[config.mk]
export PLATFORM = sky130hd
export DESIGN_NAME = hazard_forward_ctrl
export DESIGN_NICKNAME = d
export VERILOG_FILES = /design/src/rtl/hazard_forward_ctrl.sv
export SDC_FILE = /design/constraint.sdc
export NUM_CORES = 1
export LEC_CHECK = 0
export BUFFER_PORTS_ARGS = -buffer_cell sky130_fd_sc_hd__buf_4
export CAP_MARGIN = 30
export CORE_MARGIN = 1.5
export CORE_UTILIZATION = 50
export DETAILED_ROUTE_END_ITERATION = 16
export PLACE_DENSITY = 0.88
export REMOVE_ABC_BUFFERS = 1
export SLEW_MARGIN = 20
export SYNTH_ARGS = -nofsm -noshare
export SYNTH_HDL_FRONTEND = slang
export SYNTH_SLANG_ARGS = --single-unit
[constraint.sdc]
create_clock -name clk -period 4.4 [get_ports clk]
set_clock_uncertainty 0.2 [all_clocks]
set_input_delay 0.22 -clock clk [delete_from_list [all_inputs] [get_ports clk]]
set_output_delay 0.22 -clock clk [all_outputs]
set_load 0.01 [all_outputs]
[src/rtl/hazard_forward_ctrl.sv]
`default_nettype none
// ============================================================================
// hazard_forward_ctrl : EX operand forwarding, load-use and mul/div stall control
// Revision: 1.0
// ============================================================================
module hazard_forward_ctrl #(
    parameter int REG_ADDR_WIDTH = 5,
    parameter int MULDIV_LATENCY = 4,
    parameter int PERF_WIDTH     = 16
) (
    input  logic                      clk,
    input  logic                      rst,
    input  logic [REG_ADDR_WIDTH-1:0] rs1_id,
    input  logic [REG_ADDR_WIDTH-1:0] rs2_id,
    input  logic                      rs1_used_id,
    input  logic                      rs2_used_id,
    input  logic [REG_ADDR_WIDTH-1:0] rs1_ex,
    input  logic [REG_ADDR_WIDTH-1:0] rs2_ex,
    input  logic [REG_ADDR_WIDTH-1:0] rd_ex,
    input  logic                      regwrite_ex,
    input  logic                      memread_ex,
    input  logic                      muldiv_start_ex,
    input  logic [REG_ADDR_WIDTH-1:0] rd_mem,
    input  logic                      regwrite_mem,
    input  logic [REG_ADDR_WIDTH-1:0] rd_wb,
    input  logic                      regwrite_wb,
    output logic [1:0]                forwarda,
    output logic [1:0]                forwardb,
    output logic                      stall_if,
    output logic                      stall_id,
    output logic                      stall_ex,
    output logic                      flush_ex,
    output logic                      muldiv_done,
    output logic [PERF_WIDTH-1:0]     stall_cycles
);

    localparam int                 C_CNT_W    = $clog2(MULDIV_LATENCY) + 1;
    localparam logic [C_CNT_W-1:0] C_CNT_LOAD = C_CNT_W'(MULDIV_LATENCY - 1);
    localparam logic [C_CNT_W-1:0] C_CNT_ONE  = C_CNT_W'(1);

    typedef enum logic [0:0] {
        ST_RUN  = 1'b0,
        ST_BUSY = 1'b1
    } state_t;

    state_t                r_state;
    state_t                w_state_nxt;
    logic [C_CNT_W-1:0]    r_cnt;
    logic [C_CNT_W-1:0]    w_cnt_nxt;
    logic [PERF_WIDTH-1:0] r_stall_cycles;
    logic [1:0]            w_fwd_a;
    logic [1:0]            w_fwd_b;
    logic                  w_hazard;

    // MEM result is newer than WB, so it wins; x0 is hard-wired and never forwarded.
    always_comb begin
        w_fwd_a = 2'b00;
        if (regwrite_mem && (rd_mem != '0) && (rd_mem == rs1_ex))
            w_fwd_a = 2'b10;
        else if (regwrite_wb && (rd_wb != '0) && (rd_wb == rs1_ex))
            w_fwd_a = 2'b01;
    end

    always_comb begin
        w_fwd_b = 2'b00;
        if (regwrite_mem && (rd_mem != '0) && (rd_mem == rs2_ex))
            w_fwd_b = 2'b10;
        else if (regwrite_wb && (rd_wb != '0) && (rd_wb == rs2_ex))
            w_fwd_b = 2'b01;
    end

    assign w_hazard = memread_ex && regwrite_ex && (rd_ex != '0) &&
                      ((rs1_used_id && (rs1_id == rd_ex)) ||
                       (rs2_used_id && (rs2_id == rd_ex)));

    always_ff @(posedge clk or negedge rst) begin
        if (!rst) begin
            r_state <= ST_RUN;
            r_cnt   <= '0;
        end else begin
            r_state <= w_state_nxt;
            r_cnt   <= w_cnt_nxt;
        end
    end

    always_comb begin
        w_state_nxt = r_state;
        w_cnt_nxt   = r_cnt;
        forwarda    = 2'b00;
        forwardb    = 2'b00;
        stall_if    = 1'b0;
        stall_id    = 1'b0;
        stall_ex    = 1'b0;
        flush_ex    = 1'b0;
        muldiv_done = 1'b0;
        if (rst) begin
            case (r_state)
                ST_RUN: begin
                    forwarda = w_fwd_a;
                    forwardb = w_fwd_b;
                    // A mul/div start overrides any (illegal) concurrent load.
                    if (muldiv_start_ex) begin
                        if (MULDIV_LATENCY == 1) begin
                            muldiv_done = 1'b1;
                        end else begin
                            stall_if    = 1'b1;
                            stall_id    = 1'b1;
                            stall_ex    = 1'b1;
                            w_cnt_nxt   = C_CNT_LOAD;
                            w_state_nxt = ST_BUSY;
                        end
                    end else if (w_hazard) begin
                        stall_if = 1'b1;
                        stall_id = 1'b1;
                        flush_ex = 1'b1;
                    end
                end
                ST_BUSY: begin
                    if (r_cnt > C_CNT_ONE) begin
                        stall_if  = 1'b1;
                        stall_id  = 1'b1;
                        stall_ex  = 1'b1;
                        w_cnt_nxt = r_cnt - C_CNT_ONE;
                    end else begin
                        muldiv_done = 1'b1;
                        w_cnt_nxt   = '0;
                        w_state_nxt = ST_RUN;
                    end
                end
                default: begin
                    w_cnt_nxt   = '0;
                    w_state_nxt = ST_RUN;
                end
            endcase
        end
    end

    always_ff @(posedge clk or negedge rst) begin
        if (!rst)
            r_stall_cycles <= '0;
        else if (stall_if && (r_stall_cycles != {PERF_WIDTH{1'b1}}))
            r_stall_cycles <= r_stall_cycles + PERF_WIDTH'(1);
    end

    assign stall_cycles = r_stall_cycles;

endmodule
`default_nettype wire

# After elaboration in Yosys (flattened, before gate mapping)
# Cells that the tools add are included.
# totals
reg_bits,20
# op_classes
n_addsub,2
order_cmp,1
eq_ne,8
mux,25
bitwise,1
reduce_logical,17
# op_table
op,count
equality test 5 bit,6
adder 16 x 1 -> 16 bit (second input constant),1
inequality test 16 bit (second input constant),1
nonzero test 5 bit,3
2-to-1 mux 1 bit,14
logical AND 1 bit,12
2-to-1 mux 2 bit,6
2-to-1 mux 3 bit,2
one-hot mux 3 bit (2 select lines),1
one-hot mux 1 bit (2 select lines),2
> comparator 3 x 1 -> 1 bit (second input constant),1
subtractor 3 x 1 -> 3 bit (second input constant),1
inequality test 2 bit (second input constant),1
AND reduction 2 bit,1
logical OR 1 bit,1
inverter 1 bit,1

# Logic depth before layout (Yosys ltp)
# Gate-level depths: netlist of the first run.
# depth
depth_word,9
ltp_mapped,9
depth_no_buf,8

# Least setup slack after synthesis of the first run
# No wires, ideal clock.
# synth_timing
kind,flip-flop to output port
start,register r_cnt[1]
end,output port stall_if
arrival_ps,1800
required_ps,3980
slack_ps,2180
path_stages_with_launch,10
cell_sequence,dfrtp_1 > inv_1 > ha_1 > o21ba_2 > o31ai_2 > nor2_1 > a21oi_4 > buf_6 > inv_1 > buf_4
# synth_via
elab_chain_cells,4
# synth_rtl
item,line,text
from (decl),48,logic [C_CNT_W-1:0] r_cnt;
from (signal assigned),82,r_cnt <= w_cnt_nxt;
> comparator 3 x 1 -> 1 bit,119,if (r_cnt > C_CNT_ONE) begin
2-to-1 mux 1 bit,n/a,
one-hot mux 1 bit (2 select lines),n/a,
2-to-1 mux 1 bit,n/a,
to (decl),29,"output logic stall_if,"
# Every way passes these cells.

# Worst setup path after layout of the first run
# layout_timing
start,register r_cnt[1]
end,output port stall_id
# layout_via
elab_chain_cells,4
# layout_rtl
item,line,text
> comparator 3 x 1 -> 1 bit,119,
2-to-1 mux 1 bit,119,
one-hot mux 1 bit (2 select lines),97,case (r_state)
2-to-1 mux 1 bit,96,if (rst) begin
to (decl),30,"output logic stall_id,"
# Every way passes these cells.

==> impl_results.md, run 1 <==
* Clk Latency, worst-skew pair at 0.31 ns
* HP Start: muldiv_start_ex
* Failing checks: negative hold slack
* Yosys warnings at 0
* Htree depth at 1
* Vias in the first global route at 1352
* Worst-Margin Slew at 0.451 ns
* CTS tree: built
* Max Fclk at 0.372 GHz
* Number of DRC markers in iteration 0 at 55
* Kind of critical path: register to output pin
* Maxcap violations at 0
* Top cell by count, worst path: inv_1
* Crit end category: output pin
* Final setup vio count at 0
* Die ar. at 3270 µm²
* Sequential element share of the synthesized area at 0.341
* Worst stage delay on the critical path at 0.40 ns
* VDD IR-drop max at 0.000284 V
* Mean post-synth cell area at 9.29 µm²
* Outcome: complete, but fails checks
* Worst EP required at 3.98 ns
* Post-DP HPWL at 2910 µm
* RR Endpoint: stall_cycles[1]
* RSZ-0062 raised after global routing: false
* Final hold slack at -0.00438 ns
* Via count at 1424
* Period minus WS final at 2.69 ns
* Unique masters post-synth at 34
* Cell taking the most area after synthesis: dfrtp_1
* Num rows at 19
* Dominant synthesized flop cell: dfrtp_1
* Clk sink count at 20
* CP cell instances: inv_1, ha_1, o21ba_2, o31ai_2, nor2_1, a21oi_4, inv_1, buf_4
* Port bufs at 68
* Worst r2r src: r_cnt[1]
* Area contributors post-synth: dfrtp_1 (34%), xnor2_1 (14%), xor2_1 (13%), nand2_1 (3.6%), nor3_1 (3.4%)
* Yosys top cell area share at 0.341
* Hold path depth at 3
* Critical path's slowest cell: dfrtp_1
* Tot GR Track Use at 0.223
* Hold Crit Class: input pin to register
* NumNets Final at 277
* Pin count of the biggest net entering global routing at 28
* Final ANT Viol Nets at 0
* PwrDens at 342 nW/µm²
* Vias per cell at 5.48
* Mapped Area at 1470 µm²
* Routed WL at 3580 µm
* Die Y at 57.2 µm
* CP Launch Type: register
* CTS Buffer Depth at 2
* Final Cycle Share at 0.611
* Root buffer cell: clkbuf_4
* Total CTS buffers at 3
* # IOs at 69
* Die Span X at 57.2 µm
* Initial antenna violation count at 0
* Fraction of layout cells with a size suffix above 1 at 0.354
* Synth Instances at 158
* Post-synth EDFFs at 0
* R2R setup slack at 1.98 ns
* Rel. slew slack at 0.696
* Core Util, Final at 0.735
* DR WL/cell at 13.8 µm
* DRC errors left at 0
* Final hold violations at 1
* First-pass GRT wire length at 5850 µm
* Starting Density at 0.528
* Reg2Reg Depth at 8
* Crit path DAT at 2.27 ns
* Fraction of registers with async set/reset at 1.00
* Global placer's final weighted congestion at 0.836
* Area growth from synthesis to layout at 39.3%
* CTS clk-pin slew, worst paths at 0.10 ns
* Drt pass-1 iters at 4
* Seq cells post-synth at 20
* Hold path endpoint: r_state
* Leak at 0.000987 µW
* Core Region at 2780 µm²
* Slew Limit Fails at 0
* Antenna fix cells at 0
* Gr ovfl total at 0
* Final setup TNS at 0 ns
* Worst-path fanout max at 16
-- placed cells by master, fill, tap and decap left out, types with 2 or more instances in the layout --
| cell type | n |
|---|---|
| or4_1 | 3 |
| nand4_1 | 3 |
| xnor2_1 | 24 |
| nand2_1 | 14 |
| xor2_1 | 21 |
| o21ai_0 | 3 |
| nand3_1 | 9 |
| a21oi_1 | 4 |
| ha_1 | 3 |
| and4_1 | 3 |
| o22ai_1 | 2 |
| buf_4 | 68 |
| nor2_2 | 2 |
| nor3_1 | 10 |
| inv_1 | 8 |
| dfrtp_1 | 20 |
| nor2_1 | 5 |
| nor4_1 | 7 |
| clkbuf_4 | 3 |
-- cells in the mapped netlist, types with 3 or more instances --
library cell / number
nor4_1: 7
a21oi_1: 4
nand3_1: 9
nand2_1: 14
inv_1: 8
and4_1: 3
or4_1: 3
nor3_1: 10
o21ai_0: 3
xnor2_1: 24
nor2_1: 5
dfrtp_1: 20
nand4_1: 3
xor2_1: 21
ha_1: 3
-- state kept, by name, summed over array words and instances, names as in the netlist --
register and flops:
stall_cycles 16, r_cnt 3, r_state 1
-- cell type report --
type                            count  area [µm²]
Multi-Input combinational cell    128         918
Fill cell                         224         737
Timing Repair Buffer               69         520
Sequential cell                    20         500
Tap cell                           31        38.8
Clock buffer                        4        36.3
Inverter                            8        30.0
-- kinds of logic (layout without fill, tap and decap cells) --
logic type	count (synthesis)	count (layout)	synth area share
buffers and inverters	10	81	0.0333
XOR/XNOR	45	45	0.269
AND/OR/NAND/NOR	63	63	0.238
flip-flops	20	20	0.341
adder cells (fa/ha/maj)	3	3	0.0256
AO/OA/AOI/OAI	16	16	0.0835
multiplexers	1	1	0.0102
-- worst max-delay path by stage --
stage	startpoint	endpoint	slack, ns	depth (start not counted)
finish	r_cnt[1]	stall_id	1.71	8
global route	r_cnt[1]	stall_if	1.54	8
floorplan	r_cnt[1]	stall_cycles[1]	2.15	8
global placement	r_cnt[1]	stall_cycles[1]	2.09	8
detailed placement	r_cnt[1]	stall_cycles[1]	1.95	8
CTS	r_cnt[1]	stall_id	1.68	8
-- power by group --
group | internal (µW) | leakage [µW] | switching, µW
registers | 227 | 0.000253 | 50.5
clock network | 50.6 | 0.0000210 | 56.9
logic | 161 | 0.000713 | 153
total | 438 | 0.000987 | 260
-- per-layer routing --
layer,vias to the layer above,routed length [µm],GRT usage
met5,-,0,0
met4,0,25,0.0399
met3,3,378,0.0363
met2,76,1740,0.406
met1,643,1440,0.282
li1,702,-,-
-- per-stage QoR --
step           hold slack (ns)  area [µm²]  instances  power, µW  setup slack [ns]
2_1_floorplan           -0.276        1450        156        452              2.15
3_3_place_gp           -0.0638        2000        255        580              2.09
3_5_place_dp           -0.0610        2000        255        597              1.95
4_1_cts                0.00334        2040        260        704              1.68
5_1_grt                 0.0139        2040        260        747              1.54
6_report              -0.00438        2040        260        699              1.71
-- critical path: cells and delay by family, from the launching register on --
family                   cells  cell delay (ns)
buffers and inverters        3             0.37
flip-flops                   1             0.40
AND/OR/NAND/NOR              1             0.15
AO/OA/AOI/OAI                3             0.88
adder cells (fa/ha/maj)      1             0.15
-- what timing repair did --
item | 4_1_cts | 5_1_grt
resized for setup | 0 | 0
hold buffers | 1 | 0
setup buffers | 0 | 0
hold endpoints to repair | 20 | 0
No activity file was read; power rests on OpenSTA's default activity.
==> run 2, diff against run 1 <==
- CORE_UTILIZATION: 50 -> 46
- PLACE_DENSITY: 0.88 -> 0.82
- clock period: 4.4 -> 2.5 ns (I/O delays scaled with it)
==> impl_results.md, run 2 (synthesized netlist as in run 1, its figures left out) <==
* Outcome: finished, final reports clean
* Pin count of the biggest net entering global routing at 28 (unchanged)
* Post-DP HPWL at 2910 µm (+0.16%)
* Final setup TNS at 0 ns (unchanged)
* Total CTS buffers at 3 (unchanged)
* Critical path's slowest cell: dlygate4sd3_1
* Clk sink count at 20 (unchanged)
* Maxcap violations at 0 (unchanged)
* Antenna fix cells at 0 (unchanged)
* Most frequent cells in the layout: buf_4 (72), xnor2_1 (24), xor2_1 (21)
* Crit path max-delay family: buffers and inverters
* # IOs at 69 (unchanged)
* NumNets Final at 283 (+2.2%)
* DR WL/cell at 13.2 µm (-4.1%)
* Final hold violations at 0 (-1)
* Max FFs per register at 16 (unchanged)
* RSZ-0062 raised after global routing: false
* Hold Crit Class: input pin to async pin
* Worst-path fanout max at 27 (+11)
* Leak at 0.00101 µW (+2.3%)
* Crit end category: output pin
* Worst stage delay on the critical path at 0.56 ns (+0.16 ns)
* Num rows at 20 (+1)
* Global placer's final weighted congestion at 0.807 (-3.5%)
* Die Y at 59.5 µm (+4.0%)
* PwrDens at 578 nW/µm² (+69%)
* Period minus WS final at 2.31 ns
* Final Cycle Share at 0.924
* Vias in the first global route at 1412 (+4.4%)
* Worst EP required at 2.17 ns (-1.81 ns)
* VDD IR-drop max at 0.000554 V (+95%)
* Die ar. at 3540 µm² (+8.2%)
* DRC errors left at 0 (unchanged)
* Final ANT Viol Nets at 0 (unchanged)
* Max Fclk at 0.433 GHz
* Area growth from synthesis to layout at 43.8%
* Tot GR Track Use at 0.224 (+0.000730)
* Die Span X at 59.5 µm (+4.0%)
* Worst-Margin Slew at 0.443 ns (-0.00759 ns)
* CTS Buffer Depth at 2 (unchanged)
* Vias per cell at 5.25 (-4.1%)
* CTS tree: built
* Routed WL at 3680 µm (+2.6%)
* Final hold slack at 0.0407 ns (+0.0451 ns)
* Slew Limit Fails at 0 (unchanged)
* WP buf/inv at 3 (unchanged)
* Clk Latency, worst-skew pair at 0.29 ns (-0.02 ns)
* Port bufs at 68 (unchanged)
* Starting Density at 0.481 (-0.0469)
* Drt pass-1 iters at 4 (unchanged)
* Fraction of layout cells with a size suffix above 1 at 0.372 (+0.0181)
* First-pass GRT wire length at 6050 µm (+3.4%)
* Number of DRC markers in iteration 0 at 71 (+29%)
* CP Launch Type: input pin
* Via count at 1460 (+2.5%)
* Gr ovfl total at 0 (unchanged)
* Final setup vio count at 0 (unchanged)
* Root buffer cell: clkbuf_4
* Core Util, Final at 0.691 (-0.0436)
* Core Region at 3050 µm² (+9.8%)
* CP cell instances: dlygate4sd3_1, buf_8, o2111ai_1, or4_1, nor4_2, buf_4
* CTS clk-pin slew, worst paths at 0.10 ns (about the same)
* Initial antenna violation count at 0 (unchanged)
* Tot Pwr at 1220 µW (+75%)
* Rel. slew slack at 0.704 (+0.00792)
* Leading cell type in the layout, fill and taps excluded: buf_4
* Kind of critical path: input pin to output pin
* Crit path DAT at 1.98 ns (-0.29 ns)
* Htree depth at 1 (unchanged)
==> run 2: cell types whose count changed in the layout (fill, tap and decap cells not counted), sizes merged <==
cell | before | now
dlygate4sd3 | 1 | 2
clkbuf | 4 | 3
buf | 68 | 73
==> run 2: worst paths after layout <==
check / slack [ns] / end / start / depth (start not counted)
worst min register to register: 0.29 / stall_cycles[5] / stall_cycles[5] / 1
min in group clk: 0.29 / stall_cycles[5] / stall_cycles[5] / 1
max in group asynchronous: 1.89 / r_cnt[2] / rst / 2
worst min-delay path: 0.04 / stall_cycles[3] / rst / 2
worst max register to register: 0.21 / stall_cycles[8] / r_cnt[1] / 10
worst max-delay path: 0.19 / forwardb[0] / rst / 6
==> run 2: what timing repair did <==
action	in CTS	in global routing
hold buffers	2	0
endpoints found under the setup margin	2	5
buffers inserted	4	0
endpoints found under the hold margin	21	0
resized for setup	0	4
==> run 2: routing by layer <==
metal / vias up / wire length [µm] / GRT usage
met5: - / 0 / 0
met4: 0 / 98 / 0.0942
met3: 10 / 385 / 0.0393
met2: 67 / 1670 / 0.381
met1: 674 / 1530 / 0.276
li1: 709 / - / -
==> run 2: cell type report <==
class | instances | area, µm²
sequential | 20 | 500
tap | 44 | 55.1
clock buffer | 3 | 22.5
fill | 260 | 942
multi-input combinational | 128 | 927
timing repair buffer | 75 | 576
inverter | 8 | 30.0
==> run 2: worst register-to-register path: stages (launching register included) <==
cell and delay (ns):
dfrtp_1 0.36, inv_1 0.07, ha_1 0.17, o21ba_2 0.24, o31ai_2 0.10, nor2_2 0.19, a21oi_4 0.05, buf_4 0.17
buf_4 0.15, nor4_1 0.33, xor2_1 0.18
==> run 2: metrics by stage <==
stage,cells,setup slack [ns],area [µm²]
after floorplan,156,0.254,1450
after global placement,269,0.220,2020
after detailed placement,269,0.141,2020
after CTS,278,0.0255,2090
after global routing,278,0.00277,2110
final,278,0.191,2110
==> run 2: power by group <==
group | total, µW | switching [µW] | internal [µW]
Clock | 144 | 87.4 | 56.1
Combinational | 587 | 277 | 309
Sequential | 491 | 92.1 | 399
Total | 1220 | 457 | 764
==> run 3, diff against run 2 <==
- CORE_UTILIZATION: 46 -> 48
- CTS_BUF_LIST: default -> sky130_fd_sc_hd__clkbuf_8
- HOLD_SLACK_MARGIN: default -> 0.15
- PLACE_DENSITY: 0.82 -> 0.86
==> impl_results.md, run 3 (synthesized netlist as in run 1, its figures left out) <==
* Outcome: complete, but fails checks
* Failing checks: design-rule violations
* Slew Limit Fails at 0 (unchanged)
* Leading cell type in the layout, fill and taps excluded: buf_4
* CTS clk-pin slew, worst paths at 0.07 ns (-0.03 ns)
* Final Cycle Share at 0.949 (+0.0251)
* Die Span X at 58.3 µm (-2.0%)
* Final setup vio count at 0 (unchanged)
* Crit path DAT at 2.05 ns (+0.07 ns)
* Switch Pwr at 474 µW (+3.7%)
* Initial antenna violation count at 0 (unchanged)
* Worst EP required at 2.17 ns (about the same)
* Port bufs at 68 (unchanged)
* HP Start: stall_cycles[5]
* Root buffer cell: clkbuf_8
* Hold Crit Class: register to register
* Cell-internal power at 816 µW (+6.7%)
* Fill count at 217 (-17%)
* Area growth from synthesis to layout at 44.4%
* Num rows at 19 (-5.0%)
* Post-Place Setup Slack at 0.206 ns (+0.0645 ns)
* Max Fclk at 0.422 GHz (-2.6%)
* Max FFs per register at 16 (unchanged)
* CP Launch Type: register
* Vias in the first global route at 1346 (-4.7%)
* Tot Pwr at 1290 µW (+5.6%)
* Htree depth at 1 (unchanged)
* Vias per cell at 5.45 (+3.7%)
* Via count at 1449 (-0.75%)
* Worst-Margin Slew at 0.455 ns (+0.0120 ns)
* Final hold violations at 0 (unchanged)
* Final WS setup at 0.128 ns (-0.0627 ns)
* Worst-path fanout max at 10 (-63%)
* Most frequent cells in the layout: buf_4 (72), xnor2_1 (24), xor2_1 (21)
* Final hold slack at 0.294 ns (+0.253 ns)
* Crit end category: output pin
* Worst r2r src: r_cnt[1]
* Tot GR Track Use at 0.219 (-0.00447)
* Pin count of the biggest net entering global routing at 21 (-25%)
* Global placer's final weighted congestion at 0.854 (+5.9%)
* CP startpoint: r_cnt[1]
* Fraction of layout cells with a size suffix above 1 at 0.362 (-0.0101)
* Number of DRC markers in iteration 0 at 111 (+56%)
* DR WL/cell at 14.4 µm (+8.8%)
* CTS Buffer Depth at 2 (unchanged)
* VDD IR-drop max at 0.000540 V (-2.5%)
* # IOs at 69 (unchanged)
* CTS tree: built
* Die ar. at 3400 µm² (-4.0%)
* Period minus WS final at 2.37 ns (+0.0627 ns)
* Clk sink count at 20 (unchanged)
* Core Region at 2830 µm² (-7.3%)
* Maxcap violations at 0 (unchanged)
* Die Y at 58.3 µm (-2.0%)
* Final ANT Viol Nets at 0 (unchanged)
* First-pass GRT wire length at 5910 µm (-2.3%)
* DRC errors left at 10 (+10)
* Post-DP HPWL at 2890 µm (-0.86%)
* Comb pwr share at 0.462 (-0.018)
* Kind of critical path: register to output pin
* Clock group share of total power at 0.154 (+0.036)
* Antenna fix cells at 0 (unchanged)
* Clk Latency, worst-skew pair at 0.25 ns (-0.04 ns)
* Sequential cell fraction of total power at 0.384 (-0.018)
* Starting Density at 0.519 (+0.0381)
* NumNets Final at 284 (+0.35%)
* Rel. slew slack at 0.696 (-0.00867)
* Leak at 0.00102 µW (+1.1%)
* Final setup TNS at 0 ns (unchanged)
* PwrDens at 608 nW/µm² (+5.2%)
* Routed WL at 3830 µm (+4.1%)
* Switching portion of total power at 0.368 (-0.00660)
* Drt pass-1 iters at 14 (+10)
* Gr ovfl total at 0 (unchanged)
* Total CTS buffers at 3 (unchanged)
## run 3: per-layer routing
| metal | GRT usage | up-vias | wire length [µm] |
|---|---|---|---|
| li1 | - | 710 | - |
| met1 | 0.299 | 671 | 1650 |
| met2 | 0.376 | 66 | 1820 |
| met3 | 0.0308 | 2 | 342 |
| met4 | 0.0399 | 0 | 17 |
| met5 | 0 | - | 0 |
## run 3: power groups by stage
stage                     registers (µW)  logic (µW)  clock network [µW]
after floorplan                      496         298                   0
after global placement               486         541                   0
after detailed placement             491         560                   0
after CTS                            490         574                 207
after global routing                 507         646                 221
final                                496         595                 199
## run 3: through the flow
step                      area [µm²]   util  cells
after floorplan                 1450      -    156
after global routing            2120  0.749    266
final                           2120  0.749    266
after global placement          2010  0.709    256
after CTS                       2090  0.737    262
after detailed placement        2010  0.709    256
## run 3: path summary, 6_finish.rpt
path	to	slack (ns)	cells after the start
max	stall_id	0.13	9
min reg2reg	stall_cycles[5]	0.29	1
min in group asynchronous	stall_cycles[10]	0.79	3
min	stall_cycles[5]	0.29	1
max in group asynchronous	r_cnt[1]	0.87	4
max reg2reg	stall_cycles[14]	0.18	9
## run 3: cell type report
type	instances	area (µm²)	share of cell area
multi-input cells	128	927	0.437
repair buffers	76	582	0.274
flip-flops and latches	20	500	0.236
clock buffers	3	41.3	0.0195
well taps	31	38.8	0.0183
inverters	8	30.0	0.0142
## run 3: what timing repair did
action,CTS,global route
setup endpoints to repair,2,3
hold buffers,3,0
hold endpoints to repair,24,0
gates resized for setup,1,0
buffers inserted,0,3
## run 3: critical path, stage by stage, from the launching register on
cell and delay [ns]:
dfrtp_1 0.38, inv_1 0.10, ha_1 0.14, o21ba_2 0.17, o31ai_4 0.26, nor2_1 0.15
a21oi_4 0.19, buf_4 0.20, inv_1 0.07, buf_4 0.14
